--- src/rtl/looper_boot_pkg.sv ---
// Shared types and constants for the looper boot/restart sequencer.
// Boot FSM encoding plus a saturating boot-counter helper.
package looper_boot_pkg;

   localparam int PC_W_DFLT  = 15;
   localparam int BOOT_CNT_W = 8;

   typedef enum logic [1:0] {
      HOLD = 2'd0,
      LOAD = 2'd1,
      RUN  = 2'd2
   } boot_state_e;

   function automatic logic [BOOT_CNT_W-1:0] sat_inc(input logic [BOOT_CNT_W-1:0] v);
      return (v == {BOOT_CNT_W{1'b1}}) ? v : v + 1'b1;
   endfunction

endpackage

--- src/rtl/btn_debounce.sv ---
// Push-button synchronizer + debouncer: level follows btn_raw after DB_CYCLES stable cycles.
// Latency 2 + DB_CYCLES cycles from a clean edge to level/rise; rise is a one-cycle registered pulse.
module btn_debounce #(
   parameter int DB_CYCLES = 100000
) (
   input  logic clk,
   input  logic rst,
   input  logic btn_raw,
   output logic level,
   output logic rise
);

   localparam int CW = $clog2(DB_CYCLES);
   localparam logic [CW-1:0] DB_LAST = CW'(DB_CYCLES - 1);

   logic          sync1_q;
   logic          sync2_q;
   logic          level_q, level_d;
   logic          rise_q, rise_d;
   logic [CW-1:0] cnt_q, cnt_d;

   always_comb begin
      level_d = level_q;
      rise_d  = 1'b0;
      cnt_d   = cnt_q;
      if (sync2_q == level_q) begin
         cnt_d = '0;
      end else if (cnt_q == DB_LAST) begin
         // Input has disagreed with the level long enough: accept it.
         cnt_d   = '0;
         level_d = sync2_q;
         rise_d  = sync2_q;
      end else begin
         cnt_d = cnt_q + 1'b1;
      end
   end

   always_ff @(posedge clk) begin
      if (rst) begin
         sync1_q <= 1'b0;
         sync2_q <= 1'b0;
         level_q <= 1'b0;
         rise_q  <= 1'b0;
         cnt_q   <= '0;
      end else begin
         sync1_q <= btn_raw;
         sync2_q <= sync1_q;
         level_q <= level_d;
         rise_q  <= rise_d;
         cnt_q   <= cnt_d;
      end
   end

   assign level = level_q;
   assign rise  = rise_q;

endmodule

--- src/rtl/looper_boot_ctrl.sv ---
// Boot/restart sequencer feeding the looper core's PC load port and reset: HOLD -> LOAD -> RUN.
// Boot takes HOLD_CYCLES + LOAD_CYCLES cycles; outputs are register-decoded and no backpressure exists.
module looper_boot_ctrl
   import looper_boot_pkg::*;
#(
   parameter int              PC_W        = PC_W_DFLT,
   parameter logic [PC_W-1:0] BOOT_PC     = '0,
   parameter int              HOLD_CYCLES = 16,
   parameter int              LOAD_CYCLES = 2,
   parameter int              DB_CYCLES   = 100000
) (
   input  logic                  clk,
   input  logic                  rst,
   input  logic                  restart_btn,
   input  logic [PC_W-1:0]       restart_pc,
   output logic                  core_rst_n,
   output logic [PC_W-1:0]       extern_pc,
   output logic                  extern_pc_en,
   output logic                  boot_done,
   output logic [BOOT_CNT_W-1:0] boot_count
);

   localparam int CNT_MAX = (HOLD_CYCLES > LOAD_CYCLES) ? HOLD_CYCLES : LOAD_CYCLES;
   localparam int CNT_W   = (CNT_MAX > 1) ? $clog2(CNT_MAX) : 1;
   localparam logic [CNT_W-1:0] HOLD_LAST = CNT_W'(HOLD_CYCLES - 1);
   localparam logic [CNT_W-1:0] LOAD_LAST = CNT_W'(LOAD_CYCLES - 1);

   boot_state_e           state_q, state_d;
   logic [CNT_W-1:0]      cnt_q, cnt_d;
   logic [PC_W-1:0]       pc_q, pc_d;
   logic [BOOT_CNT_W-1:0] bcnt_q, bcnt_d;

   logic db_level;
   logic db_rise;
   logic trig;

   btn_debounce #(
      .DB_CYCLES (DB_CYCLES)
   ) u_btn_debounce (
      .clk     (clk),
      .rst     (rst),
      .btn_raw (restart_btn),
      .level   (db_level),
      .rise    (db_rise)
   );

   assign trig = db_rise & db_level;

   always_comb begin
      state_d = state_q;
      cnt_d   = cnt_q;
      pc_d    = pc_q;
      bcnt_d  = bcnt_q;
      case (state_q)
         HOLD: begin
            if (cnt_q == HOLD_LAST) begin
               cnt_d   = '0;
               state_d = LOAD;
            end else begin
               cnt_d = cnt_q + 1'b1;
            end
         end
         LOAD: begin
            if (cnt_q == LOAD_LAST) begin
               cnt_d   = '0;
               state_d = RUN;
               bcnt_d  = sat_inc(bcnt_q);
            end else begin
               cnt_d = cnt_q + 1'b1;
            end
         end
         RUN: begin
            // Triggers outside RUN are simply dropped; the debouncer keeps tracking.
            if (trig) begin
               pc_d    = restart_pc;
               cnt_d   = '0;
               state_d = HOLD;
            end
         end
         default: begin
            cnt_d   = '0;
            state_d = HOLD;
         end
      endcase
   end

   always_ff @(posedge clk) begin
      if (rst) begin
         state_q <= HOLD;
         cnt_q   <= '0;
         pc_q    <= BOOT_PC;
         bcnt_q  <= '0;
      end else begin
         state_q <= state_d;
         cnt_q   <= cnt_d;
         pc_q    <= pc_d;
         bcnt_q  <= bcnt_d;
      end
   end

   assign core_rst_n   = (state_q != HOLD);
   assign extern_pc_en = (state_q == LOAD);
   assign boot_done    = (state_q == RUN);
   assign extern_pc    = pc_q;
   assign boot_count   = bcnt_q;

endmodule

--- config.mk ---
export PLATFORM = sky130hd
export DESIGN_NAME = looper_boot_ctrl
export DESIGN_NICKNAME = d
export VERILOG_FILES = /design/src/rtl/looper_boot_pkg.sv /design/src/rtl/btn_debounce.sv /design/src/rtl/looper_boot_ctrl.sv
export SDC_FILE = /design/constraint.sdc
export NUM_CORES = 1
export LEC_CHECK = 0
export BUFFER_PORTS_ARGS = -buffer_cell sky130_fd_sc_hd__buf_2
export CORE_UTILIZATION = 45
export DETAILED_ROUTE_END_ITERATION = 8
export GPL_TIMING_DRIVEN = 0
export PLACE_DENSITY = 0.66
export SLEW_MARGIN = 20
export SYNTH_ARGS = -nofsm -noshare
export SYNTH_HDL_FRONTEND = slang
export SYNTH_SLANG_ARGS = --single-unit
export TNS_END_PERCENT = 1
--- constraint.sdc ---
create_clock -name clk -period 2.2 [get_ports clk]
set_clock_uncertainty 0.15 [all_clocks]
set_input_delay 0.55 -clock clk [delete_from_list [all_inputs] [get_ports clk]]
set_output_delay 0.55 -clock clk [all_outputs]
set_load 0.05 [all_outputs]
======== Word level (Yosys, flattened, before mapping) ========
Index checks and enable logic that the tools add are counted.
W data, S select, Z words.
storage, ports and cells
  flip-flop bits (word level) ............. 50
  output and inout port bits .............. 26
  word-level logic and storage cells ...... 42
cells by class
  add/sub/neg operators ................... 3
  equality and inequality tests ........... 10
  mux-type cells .......................... 8
  bitwise operators ....................... 4
  reduce and logical (&&, ||, !) cells .... 8
operators by type and width
  cell                     count
  $add A17 B1 Y17 const B  1
  $eq A17 B17 Y1 const B   1
  $mux W4                  3
  $pmux W4 S3              1
  $add A8 B1 Y8 const B    1
  $eq A8 B8 Y1 const B     1
  $mux W2                  3
  $pmux W2 S3              1
  $reduce_and A3 Y1        2
  $reduce_or A3 Y1         2
  $add A4 B1 Y4 const B    1
  $eq A4 B1 Y1 const B     1
  $eq A4 B4 Y1 const B     1
  $ne A2 B1 Y1 const B     2
  $reduce_and A2 Y1        2
  $not A1 Y1               3
  $eq A2 B1 Y1 const B     1
  $eq A2 B2 Y1 const B     1
  $logic_not A2 Y1         1
  $ne A2 B2 Y1 const B     1
  $reduce_bool A2 Y1       1
  $and A1 B1 Y1            1
  $eq A1 B1 Y1             1

======== Depth between registers and ports, before layout ========
  depth after elaboration ................. 3
  gate-level depth with buffers ........... 6
  depth with buffers taken out ............ 6

======== By module ========
From an unflattened synthesis, not the netlist that was laid out.
unflattened totals
  cells, all modules ...................... 243
  area total of the unflattened synthesis .. 2,165.8 µm²
modules (own cells, without submodules)
  module            times used  cells each  area an instance (µm²)
  looper_boot_ctrl  1           145         1,214.9
  btn_debounce      1           98          950.9

======== Worst setup path after synthesis ========
Ideal clock, no wire load.
  path kind ............................... reg2reg
  start ................................... register state_q[1]
  end ..................................... register pc_q[6] (netlist: extern_pc[6])
  data arrival time ....................... 1.946 ns
  data required time ...................... 1.979 ns
  setup slack ............................. 0.034 ns
  cell stages (with the launch flop) ...... 7
  path buffers ............................ 2
  clock period less this slack ............ 2.166 ns
  cells stage by stage .................... dfxtp_1 nor2b_1 and3_1 clkbuf_1 buf_2 nand2_1 a21oi_1
on the way
  longest elaborated chain between the ends .. 2
RTL lines
  what                         RTL line                RTL
  start: declaration           looper_boot_ctrl.sv:28  boot_state_e state_q, state_d;
  start signal: assignment     looper_boot_ctrl.sv:94  state_q <= state_d;
  $eq A2 B2 Y1                 --
  named net boot_done          looper_boot_ctrl.sv:19  output logic boot_done,
  $reduce_and A2 Y1 (no line)  --
  end signal: assignment       looper_boot_ctrl.sv:96  pc_q <= pc_d;
  end: declaration             looper_boot_ctrl.sv:30  logic [PC_W-1:0] pc_q, pc_d;
The timed path passes the listed nets, and every way through them passes these cells.
A chain may end at the register's enable or synchronous reset.

======== Final worst setup path ========
  start ................................... register u_btn_debounce.cnt_q[0]
  end ..................................... register u_btn_debounce.cnt_q[8]
on the way
  longest elaborated chain between the ends .. 2
  elaborated cells between the ends (all ways) .. 3
RTL lines
  what                                                                     RTL line            RTL
  start: declaration                                                       btn_debounce.sv:20  logic [CW-1:0] cnt_q, cnt_d;
  start signal: assignment                                                 btn_debounce.sv:50  cnt_q <= cnt_d;
  parallel branches: the longest is 2 deep, another holds $add A17 B1 Y17  --
Parallel ways; which one is timed is not known.

==> impl_metrics.csv <==
group,metric,value,unit
run_status,outcome,"complete, no violations",
floorplanning,die_h,70.4,µm
synth,synth.area.mux_share,0.951,%
detailed_routing,viasPerCell,5.18,
synth,avgSynthCellArea,8.81,µm²
synth,synthAdderAreaFrac,2.38,%
detailed_routing,drtPass1Iterations,4,
critical_path,crit_type,"reg2reg",
global_route,grt_overflow,0,
finish,finalCoreUtilization,56.0,%
synth,synth_ff_type,"dfxtp_1",
global_route,grt_pass1_vias,1594,
synth,async_reset_ff_share,0,%
global_route,grtUsageTotal,17.7,%
clocking,htreeDepth,2,
clocking,clk_root_buffer_cell,"clkbuf_8",
floorplanning,dieArea,4950,µm²
synth,syn_inst,239,
placement,io_buffers,42,
timing,clock.fmax,496,MHz
synth,synth_edf_count,0,
timing,fin_crit_sh,91.6,%
timing,maxSlewViolCount,0,
clocking,cts_tree,"done",
detailed_routing,drtIter0Drc,91,
synth,synth_xor_area_share,7.07,%
critical_path,endpoint_kind,"flop",
synth,synth.yosys.seq_area_share,47.6,%
placement,pre_cts_ws,0.134,ns
global_route,grt_pass1_wl,7.09,mm
synth,synth_nets,261,
placement,dp_hpwl,2.98,mm
floorplanning,fp.dieW,70.4,µm
timing,finalSetupTns,0,ns
finish,syn_to_final_growth,17.5,%
clocking,cts.clk_slew.worst_paths,0.08,ns
synth,synth-warning-count,0,
pwr,p_leak,0.982,nW
finish,most-common-layout-cells,"dfxtp_1 (50), buf_2 (45), nand2_1 (39), nor2_1 (24), a21oi_1 (23)",
detailed_routing,num_vias,1767,
pwr,p_per_area,644,nW/µm²
timing,worst_pin_slew,0.571,ns
timing,report.final.hold_viol_count,0,
finish,final_common_cell,"dfxtp_1",
timing,setup-violations-final,0,
clocking,holdBufCountCts,0,
finish,nets,310,
critical_path,required,2.23,ns
floorplanning,initial_utilization,47.7,%
clocking,clockBufferDepth,2,
synth,yosys_register_bits,50,
timing,rsz0062_at_grt,"false",
clocking,insertion_delay,0.29,ns
critical_path,cp_max_fo,10,
synth,ys_types,41,
flow_run,maxCapViolCount,0,
finish,drive_gt1_share,20.4,%
placement,gp_congestion,0.744,
finish,diodes,0,
timing,slew_headroom,61.7,%
synth,synth_compound_area_share,12.4,%
detailed_routing,drc,0,
floorplanning,core,4410,µm²
detailed_routing,wl_per_cell,12.0,µm
global_route,antenna_found_initial,0,
critical_path,arrival,2.05,ns
hold_path,holdCritPathClass,"reg2reg",
timing,postLayoutSetupSlackWorst,0.185,ns
clocking,clkSinkCount,50,
floorplanning,ioPinCount,44,
global_route,grt_max_degree,15,
synth,netlist_area,2100,µm²
critical_path,crit_path_start_kind,"flop",
detailed_routing,drt_wl_total,4.08,mm
timing,period_minus_slack,2.02,ns
floorplanning,rows,24,
detailed_routing,antenna_left,0,
synth,synth_top_family_by_area,"simple AND/OR/NAND/NOR gates",
pwr,vdd_drop_max,314,µV
timing,holdWs,0.299,ns
synth,synth-simple-area-share,27.3,%
clocking,cts_buffers,5,
==> cell usage after synthesis (3+ instances only) <==
cell type | n | area share, %
dfxtp_1 | 50 | 48
nand2_1 | 40 | 7.1
nor2_1 | 24 | 4.3
a21oi_1 | 23 | 5.5
xor2_1 | 12 | 5.0
nand3_1 | 9 | 2.1
nand4_1 | 8 | 2.4
clkbuf_1 | 5 | 0.89
nor2b_1 | 5 | 1.5
xnor2_1 | 5 | 2.1
ha_1 | 4 | 2.4
o31ai_1 | 4 | 1.4
or4_1 | 4 | 1.4
a31oi_1 | 3 | 0.89
and3_1 | 3 | 0.89
and4_1 | 3 | 1.2
buf_2 | 3 | 0.71
inv_1 | 3 | 0.54
nor4b_1 | 3 | 1.2
==> layout make-up <==
cell class	count	area, µm²
fill	410	1940
multi-input combinational	177	1060
sequential	50	1000
timing repair buffer	42	210
clock buffer	7	86.3
tap	52	65.1
buffer	9	37.5
inverter	3	11.3
clock inverter	1	5.00
==> final timing paths <==
kind,start,to,slack [ns],cells past startpoint
min reg2reg,u_btn_debounce.sync1_q,u_btn_debounce.sync2_q,0.30,1
min,u_btn_debounce.sync1_q,u_btn_debounce.sync2_q,0.30,1
max reg2reg,u_btn_debounce.cnt_q[0],u_btn_debounce.cnt_q[8],0.18,6
max,u_btn_debounce.cnt_q[0],u_btn_debounce.cnt_q[8],0.18,6
==> critical path: stages, from the launching register on <==
cell and delay (ns):
dfxtp_1 0.37, ha_1 0.24, and4_1 0.31, nand4_1 0.27
nand2_2 0.24, buf_2 0.25, nor2_1 0.08
==> per-stage QoR <==
step | instances | power [mW] | instance area [µm²]
floorplan | 239 | 1.05 | 2100
global placement | 333 | 1.08 | 2380
detailed placement | 333 | 1.08 | 2380
CTS | 341 | 1.62 | 2470
global route | 341 | 1.67 | 2470
finish | 341 | 1.59 | 2470
==> report_power, final <==
group / switching (mW) / internal [mW]
Sequential: 0.0388 / 0.928
Clock: 0.276 / 0.254
Combinational: 0.0506 / 0.0443
Total: 0.366 / 1.23
==> what timing repair did <==
item	CTS	global route
buffers inserted	0	0
gates resized for setup	0	1
setup endpoints to repair	0	10
==> per-layer routing <==
| metal | GRT usage [%] | wire length [µm] | share of wire, % | vias to the layer above |
|---|---|---|---|---|
| li1 | - | - | - | 942 |
| met1 | 25.4 | 2160 | 53 | 780 |
| met2 | 26.0 | 1700 | 42 | 39 |
| met3 | 3.46 | 171 | 4.2 | 6 |
| met4 | 6.67 | 52 | 1.3 | 0 |
| met5 | 0 | 0 | 0 | - |
==> cells by family after synthesis <==
kind of cell,Yosys count
AO/OA/AOI/OAI,42
XOR/XNOR,17
adder cells (fa/ha/maj),4
buffers and inverters,12
flip-flops,50
multiplexers,2
AND/OR/NAND/NOR,112
==> registers in the layout, indices dropped and copies added (netlist names) <==
name	flops
u_btn_debounce.cnt_q	17
state_q	2
u_btn_debounce.rise	1
u_btn_debounce.sync2_q	1
u_btn_debounce.sync1_q	1
cnt_q	4
boot_count	8
extern_pc	15
u_btn_debounce.level	1
Power figures use the tool's default switching activity.
